## src/rtl/biquad_mac_seq.sv

```systemverilog
// Direct form I biquad evaluated with one multiplier over five MAC cycles,
// single rounding and saturation, valid/ready output and owned x/y history.
module biquad_mac_seq #(
  parameter int W     = 16,
  parameter int FRAC  = 15,
  parameter int ACC_W = 2*W+3
) (
  input  logic                Clk1,
  input  logic                Rst,
  input  logic                flush,
  input  logic                in_valid,
  output logic                in_ready,
  input  logic signed [W-1:0] x_in,
  input  logic signed [W-1:0] b0,
  input  logic signed [W-1:0] b1,
  input  logic signed [W-1:0] b2,
  input  logic signed [W-1:0] a1,
  input  logic signed [W-1:0] a2,
  input  logic                hist_wr,
  input  logic [1:0]          hist_sel,
  input  logic signed [W-1:0] hist_data,
  output logic                out_valid,
  input  logic                out_ready,
  output logic signed [W-1:0] y_out,
  output logic                sat_flag,
  output logic                busy
);

  typedef enum logic [1:0] {IDLE, MAC, OUT} state_t;

  localparam logic signed [ACC_W-1:0] Y_MAX = {{(ACC_W-W+1){1'b0}}, {(W-1){1'b1}}};
  localparam logic signed [ACC_W-1:0] Y_MIN = {{(ACC_W-W+1){1'b1}}, {(W-1){1'b0}}};
  localparam logic signed [ACC_W-1:0] RND   = {{(ACC_W-FRAC){1'b0}}, 1'b1, {(FRAC-1){1'b0}}};

  state_t state;
  logic [2:0] k;

  logic signed [W-1:0] x0, x1, x2, y1, y2;
  logic signed [W-1:0] c_b0, c_b1, c_b2, c_a1, c_a2;
  logic signed [ACC_W-1:0] acc;

  logic signed [W-1:0]     coef, data;
  logic signed [2*W-1:0]   coef_ext, data_ext, prod;
  logic signed [ACC_W-1:0] term, acc_f, rounded, shifted;
  logic signed [W-1:0]     y_sat;
  logic                    clip;

  // Term k picks its coefficient/history pair; feedback terms are subtracted.
  always_comb begin
    coef     = '0;
    data     = '0;
    coef_ext = '0;
    data_ext = '0;
    prod     = '0;
    term     = '0;
    acc_f    = '0;
    rounded  = '0;
    shifted  = '0;
    y_sat    = '0;
    clip     = 1'b0;
    case (k)
      3'd0: begin coef = c_b0; data = x0; end
      3'd1: begin coef = c_b1; data = x1; end
      3'd2: begin coef = c_b2; data = x2; end
      3'd3: begin coef = c_a1; data = y1; end
      3'd4: begin coef = c_a2; data = y2; end
      default: begin coef = '0; data = '0; end
    endcase
    coef_ext = {{W{coef[W-1]}}, coef};
    data_ext = {{W{data[W-1]}}, data};
    prod     = coef_ext * data_ext;
    term     = {{(ACC_W-2*W){prod[2*W-1]}}, prod};
    if (k >= 3'd3)
      acc_f = acc - term;
    else
      acc_f = acc + term;
    rounded = acc_f + RND;
    shifted = rounded >>> FRAC;
    if (shifted > Y_MAX) begin
      y_sat = Y_MAX[W-1:0];
      clip  = 1'b1;
    end else if (shifted < Y_MIN) begin
      y_sat = Y_MIN[W-1:0];
      clip  = 1'b1;
    end else begin
      y_sat = shifted[W-1:0];
    end
  end

  always_ff @(posedge Clk1 or posedge Rst) begin
    if (Rst) begin
      state     <= IDLE;
      k         <= '0;
      in_ready  <= 1'b1;
      busy      <= 1'b0;
      out_valid <= 1'b0;
      y_out     <= '0;
      sat_flag  <= 1'b0;
      acc       <= '0;
      x0        <= '0;
      x1        <= '0;
      x2        <= '0;
      y1        <= '0;
      y2        <= '0;
      c_b0      <= '0;
      c_b1      <= '0;
      c_b2      <= '0;
      c_a1      <= '0;
      c_a2      <= '0;
    end else if (flush) begin
      state     <= IDLE;
      k         <= '0;
      in_ready  <= 1'b1;
      busy      <= 1'b0;
      out_valid <= 1'b0;
      x1        <= '0;
      x2        <= '0;
      y1        <= '0;
      y2        <= '0;
    end else begin
      case (state)
        IDLE: begin
          // Preload lands on the accept edge too, so the new sample sees it.
          if (hist_wr) begin
            case (hist_sel)
              2'd0: x1 <= hist_data;
              2'd1: x2 <= hist_data;
              2'd2: y1 <= hist_data;
              default: y2 <= hist_data;
            endcase
          end
          if (in_valid) begin
            x0       <= x_in;
            c_b0     <= b0;
            c_b1     <= b1;
            c_b2     <= b2;
            c_a1     <= a1;
            c_a2     <= a2;
            acc      <= '0;
            k        <= '0;
            state    <= MAC;
            in_ready <= 1'b0;
            busy     <= 1'b1;
          end
        end
        MAC: begin
          acc <= acc_f;
          k   <= k + 3'd1;
          if (k == 3'd4) begin
            y_out     <= y_sat;
            sat_flag  <= clip;
            out_valid <= 1'b1;
            x2        <= x1;
            x1        <= x0;
            y2        <= y1;
            y1        <= y_sat;
            state     <= OUT;
          end
        end
        OUT: begin
          if (out_ready) begin
            out_valid <= 1'b0;
            state     <= IDLE;
            in_ready  <= 1'b1;
            busy      <= 1'b0;
          end
        end
        default: begin
          state    <= IDLE;
          in_ready <= 1'b1;
          busy     <= 1'b0;
        end
      endcase
    end
  end

endmodule

```

## config.mk

```make
export PLATFORM = sky130hd
export DESIGN_NAME = biquad_mac_seq
export DESIGN_NICKNAME = d
export VERILOG_FILES = /design/src/rtl/biquad_mac_seq.sv
export SDC_FILE = /design/constraint.sdc
export NUM_CORES = 1
export LEC_CHECK = 0
export ABC_AREA = 1
export CAP_MARGIN = 20
export CORE_ASPECT_RATIO = 1.2
export CORE_MARGIN = 5
export CORE_UTILIZATION = 55
export DETAILED_ROUTE_END_ITERATION = 16
export PLACE_DENSITY = 0.84
export SYNTH_ARGS = -nofsm -noshare
export SYNTH_HDL_FRONTEND = slang
export SYNTH_SLANG_ARGS = --single-unit
```

## constraint.sdc

```tcl
create_clock -name Clk1 -period 15.01 [get_ports Clk1]
set_input_delay 1.501 -clock Clk1 [delete_from_list [all_inputs] [get_ports Clk1]]
set_output_delay 1.501 -clock Clk1 [all_outputs]
set_load 0.005 [all_outputs]
```

==> reports/results.ini <==
[status]
status = finished, final reports clean

[clocking]
post_cts_buffers = 0
gates_resized_cts_repair = 0
clock_buffers_created_by_tritoncts = 22
cts-htree-levels = 1
cts_stage_hold_buffer_count = 0
clock_tree_from_tritoncts = done
clock_buffer_depth = 3
clock_sinks = 220
cts.reportedPaths.clkPinSlew_ns = 0.07
clk_lat_worst_skew_ns = 0.53
cts_root_buf = clkbuf_16

[yosys]
yosys_most_used_dff = dfrtp_1
yosysSeqAreaShare_pct = 22.4
synth-seq-cells = 220
async_set_reset_flop_share_out_of_synthesis_pct = 100
syn-num-nets = 3872
postSynthCellCount = 3366
ys_warn_count = 0
top_area_cells_in_the_synthesized_netlist = dfrtp_1 (22%), fa_1 (21%), nand2_1 (12%)
synthDominantAreaCellType = dfrtp_1
postSynthAreaPerCell_um2 = 7.31
synth.cell_area_um2 = 24600
synth_largest_type_area_fraction_pct = 22.3
synthDistinctLibCells = 51
synth_enable_flop_cells = 0

[die]
core_area_um2 = 44600
dieArea_um2 = 49100
top_level_ports = 140
initial_core_util_pct = 55.2
cell_row_count = 85
floorplan.die.height_um = 242
die_width_um = 203

[timing]
clock-skew-final_ns = 0.0121
timing.setup.tns_ns = 0
final_max_slew_viol_count = 0
fmax_ghz = 0.0804
worst_slew_pin_slew_ns = 1.08
total_of_endpoints_with_negative_setup_slack_in_the_final_report = 0
grt_setup_unrepaired = false
max_slew_margin_pct = 27.7
period_needed_ns = 12.44
hold_violations = 0
fin_crit_sh_pct = 82.9

[global_routing]
grt_max_degree = 86
grt_pass1_vias = 22900
globalRouteTotalUtil_pct = 29.1
number_of_antenna_violations_at_the_first_check_in_global_routing = 1
global_route.overflow_total = 0
first_pass_grt_wire_length_mm = 116

[setup_path]
timing_worst_setup_path_type = reg2reg
critPathArrivalTime_ns = 12.91
critical_path.startpoint_type = register
timing.critical_path.required_ns = 15.48
critical_path.n_buffers_inverters = 7
critical-path-max-stage-delay_ns = 0.58
critical_path.most_common_cell = nand2_1
timing.critical_path.to_type = register
cp_top_family = simple AND/OR/NAND/NOR gates
maximum_fanout_along_the_worst_path = 19
timing.critical_path.slowest_stage_cell = nand2_1

[final_layout]
final_net_count = 3956
multiInputGateArea_um2 = 16200
largest_register_ffs = 35
area_delta_synth_final_pct = 10.9
post_route_cells_drive_above_1_share_pct = 5.22
max_flop_register = acc
fillerInstances = 3798
register_area_um2 = 5510

[detailed_routing]
routed-wl-met2_mm = 35.6
ant_nets_after_route = 0
drt_pre_antenna_iters = 6
route.top_layer_used = met4
finalWirelength_mm = 72.4
post-route-drc-count = 0
wl_met3_mm = 5.52
met1_length_mm = 26.6
viasPerCell = 5.62
via_count = 22700
average_wire_length_per_cell_after_detail_routing_um = 17.9
dr.first_iter.drc_count = 2054

[min_path]
min_path_type = reg2reg

[placement]
routabilityCongestion = 1.02
buffers_added_on_ports = 139
dp.final_hpwl_mm = 57.6

[run]
maxCapViolCount = 0

[cell usage after synthesis, types with 4 or more instances]
library cell    n
o21ai_0       213
o22ai_1        34
nand2_1       786
a21oi_1        99
ha_1          123
nand4_1        31
buf_1          12
o21bai_1       10
nand3b_1        4
fa_1          263
dfrtp_1       219
mux2_2         51
nor2_1        410
o21a_1          4
nand3_2         4
nor3_1         25
a31oi_1        17
nand2_2        24
nand3_1       107
inv_1         691
nor2_2          9
and2_1         13
a221oi_1       15
xnor2_1        11
clkbuf_1       83
xor2_1         47
inv_2           4
a21oi_2         7
a21boi_0        5
nor4_1         14
clkinv_1        4
[cells by family (layout without fill, tap and decap cells)]
group | count (synthesis) | count (layout) | share of synthesized area (%)
AND/OR/NAND/NOR | 1434 | 1434 | 23.8
buffers and inverters | 799 | 899 | 12.3
AO/OA/AOI/OAI | 417 | 417 | 9.42
adder cells (fa/ha/maj) | 386 | 386 | 27.7
flip-flops | 220 | 220 | 22.4
XOR/XNOR | 59 | 59 | 2.13
multiplexers | 51 | 51 | 2.33
other | 0 | 1 | 0
[cell usage in the layout (no fill, tap or decap), drive strengths merged, types with 2 or more instances in the layout]
cell type	instances
a21o	2
nand3b	4
a21oi	106
o21ai	217
nand2	811
o22ai	34
dfrtp	219
fa	263
o31ai	2
or2	3
clkbuf	29
ha	123
nand3	112
inv	696
nor2	419
o21bai	10
a31oi	17
clkdlybuf4s50	138
clkinv	12
and2	13
xor2	48
nor4	15
a221oi	15
o211ai	2
mux2	51
nand4	31
a21boi	6
buf	22
nor3	25
xnor2	11
o21a	4
[metal layers]
metal	vias up	GRT usage (%)
met1	10800	35.9
met3	291	3.42
met2	1116	50.1
met5	-	0
met4	0	15.7
li1	10500	-
[metrics by stage]
stage / cell area (µm²) / worst slack (ns) / utilization, % / std cells / hold WS, ns
2_1_floorplan: 24600 / 5.21 / - / 3366 / 0.449
3_3_place_gp: 26500 / 3.09 / 59.5 / 3989 / 0.465
3_5_place_dp: 26500 / 2.87 / 59.5 / 3989 / 0.470
4_1_cts: 27300 / 2.85 / 61.2 / 4029 / 0.483
5_1_grt: 27300 / 1.68 / 61.2 / 4032 / 0.503
6_report: 27300 / 2.57 / 61.2 / 4032 / 0.480
[tightest hold or removal path: stages (launching register included)]
cell and delay [ns]:
dfstp_2 0.37, o21ai_0 0.06, nand2_1 0.05
[worst paths after layout]
path	from	slack, ns	to	cells after the start
max	k[0]$_DFFE_PP0P_	2.57	y1[8]$_DFFE_PP0P_	55
min	in_ready$_DFFE_PP1P_	0.48	in_ready$_DFFE_PP1P_	2
max reg2reg	k[0]$_DFFE_PP0P_	2.57	y1[8]$_DFFE_PP0P_	55
min reg2reg	in_ready$_DFFE_PP1P_	0.48	in_ready$_DFFE_PP1P_	2
max in group asynchronous	Rst	11.41	y2[4]$_DFFE_PP0P_	4
min in group asynchronous	Rst	1.42	acc[26]$_DFFE_PP0P_	2
[area by class of cell]
type / instances / area share (%)
clock inverter: 11 / 0.394
antenna: 1 / 0.00917
clock buffer: 29 / 2.26
tap: 565 / 2.59
multi-input combinational: 2347 / 59.2
sequential: 220 / 20.2
timing repair buffer: 160 / 5.69
inverter: 699 / 9.64
Power is not shown: default switching activity piles up to over one toggle a cycle in this logic, so the estimate is an artifact.
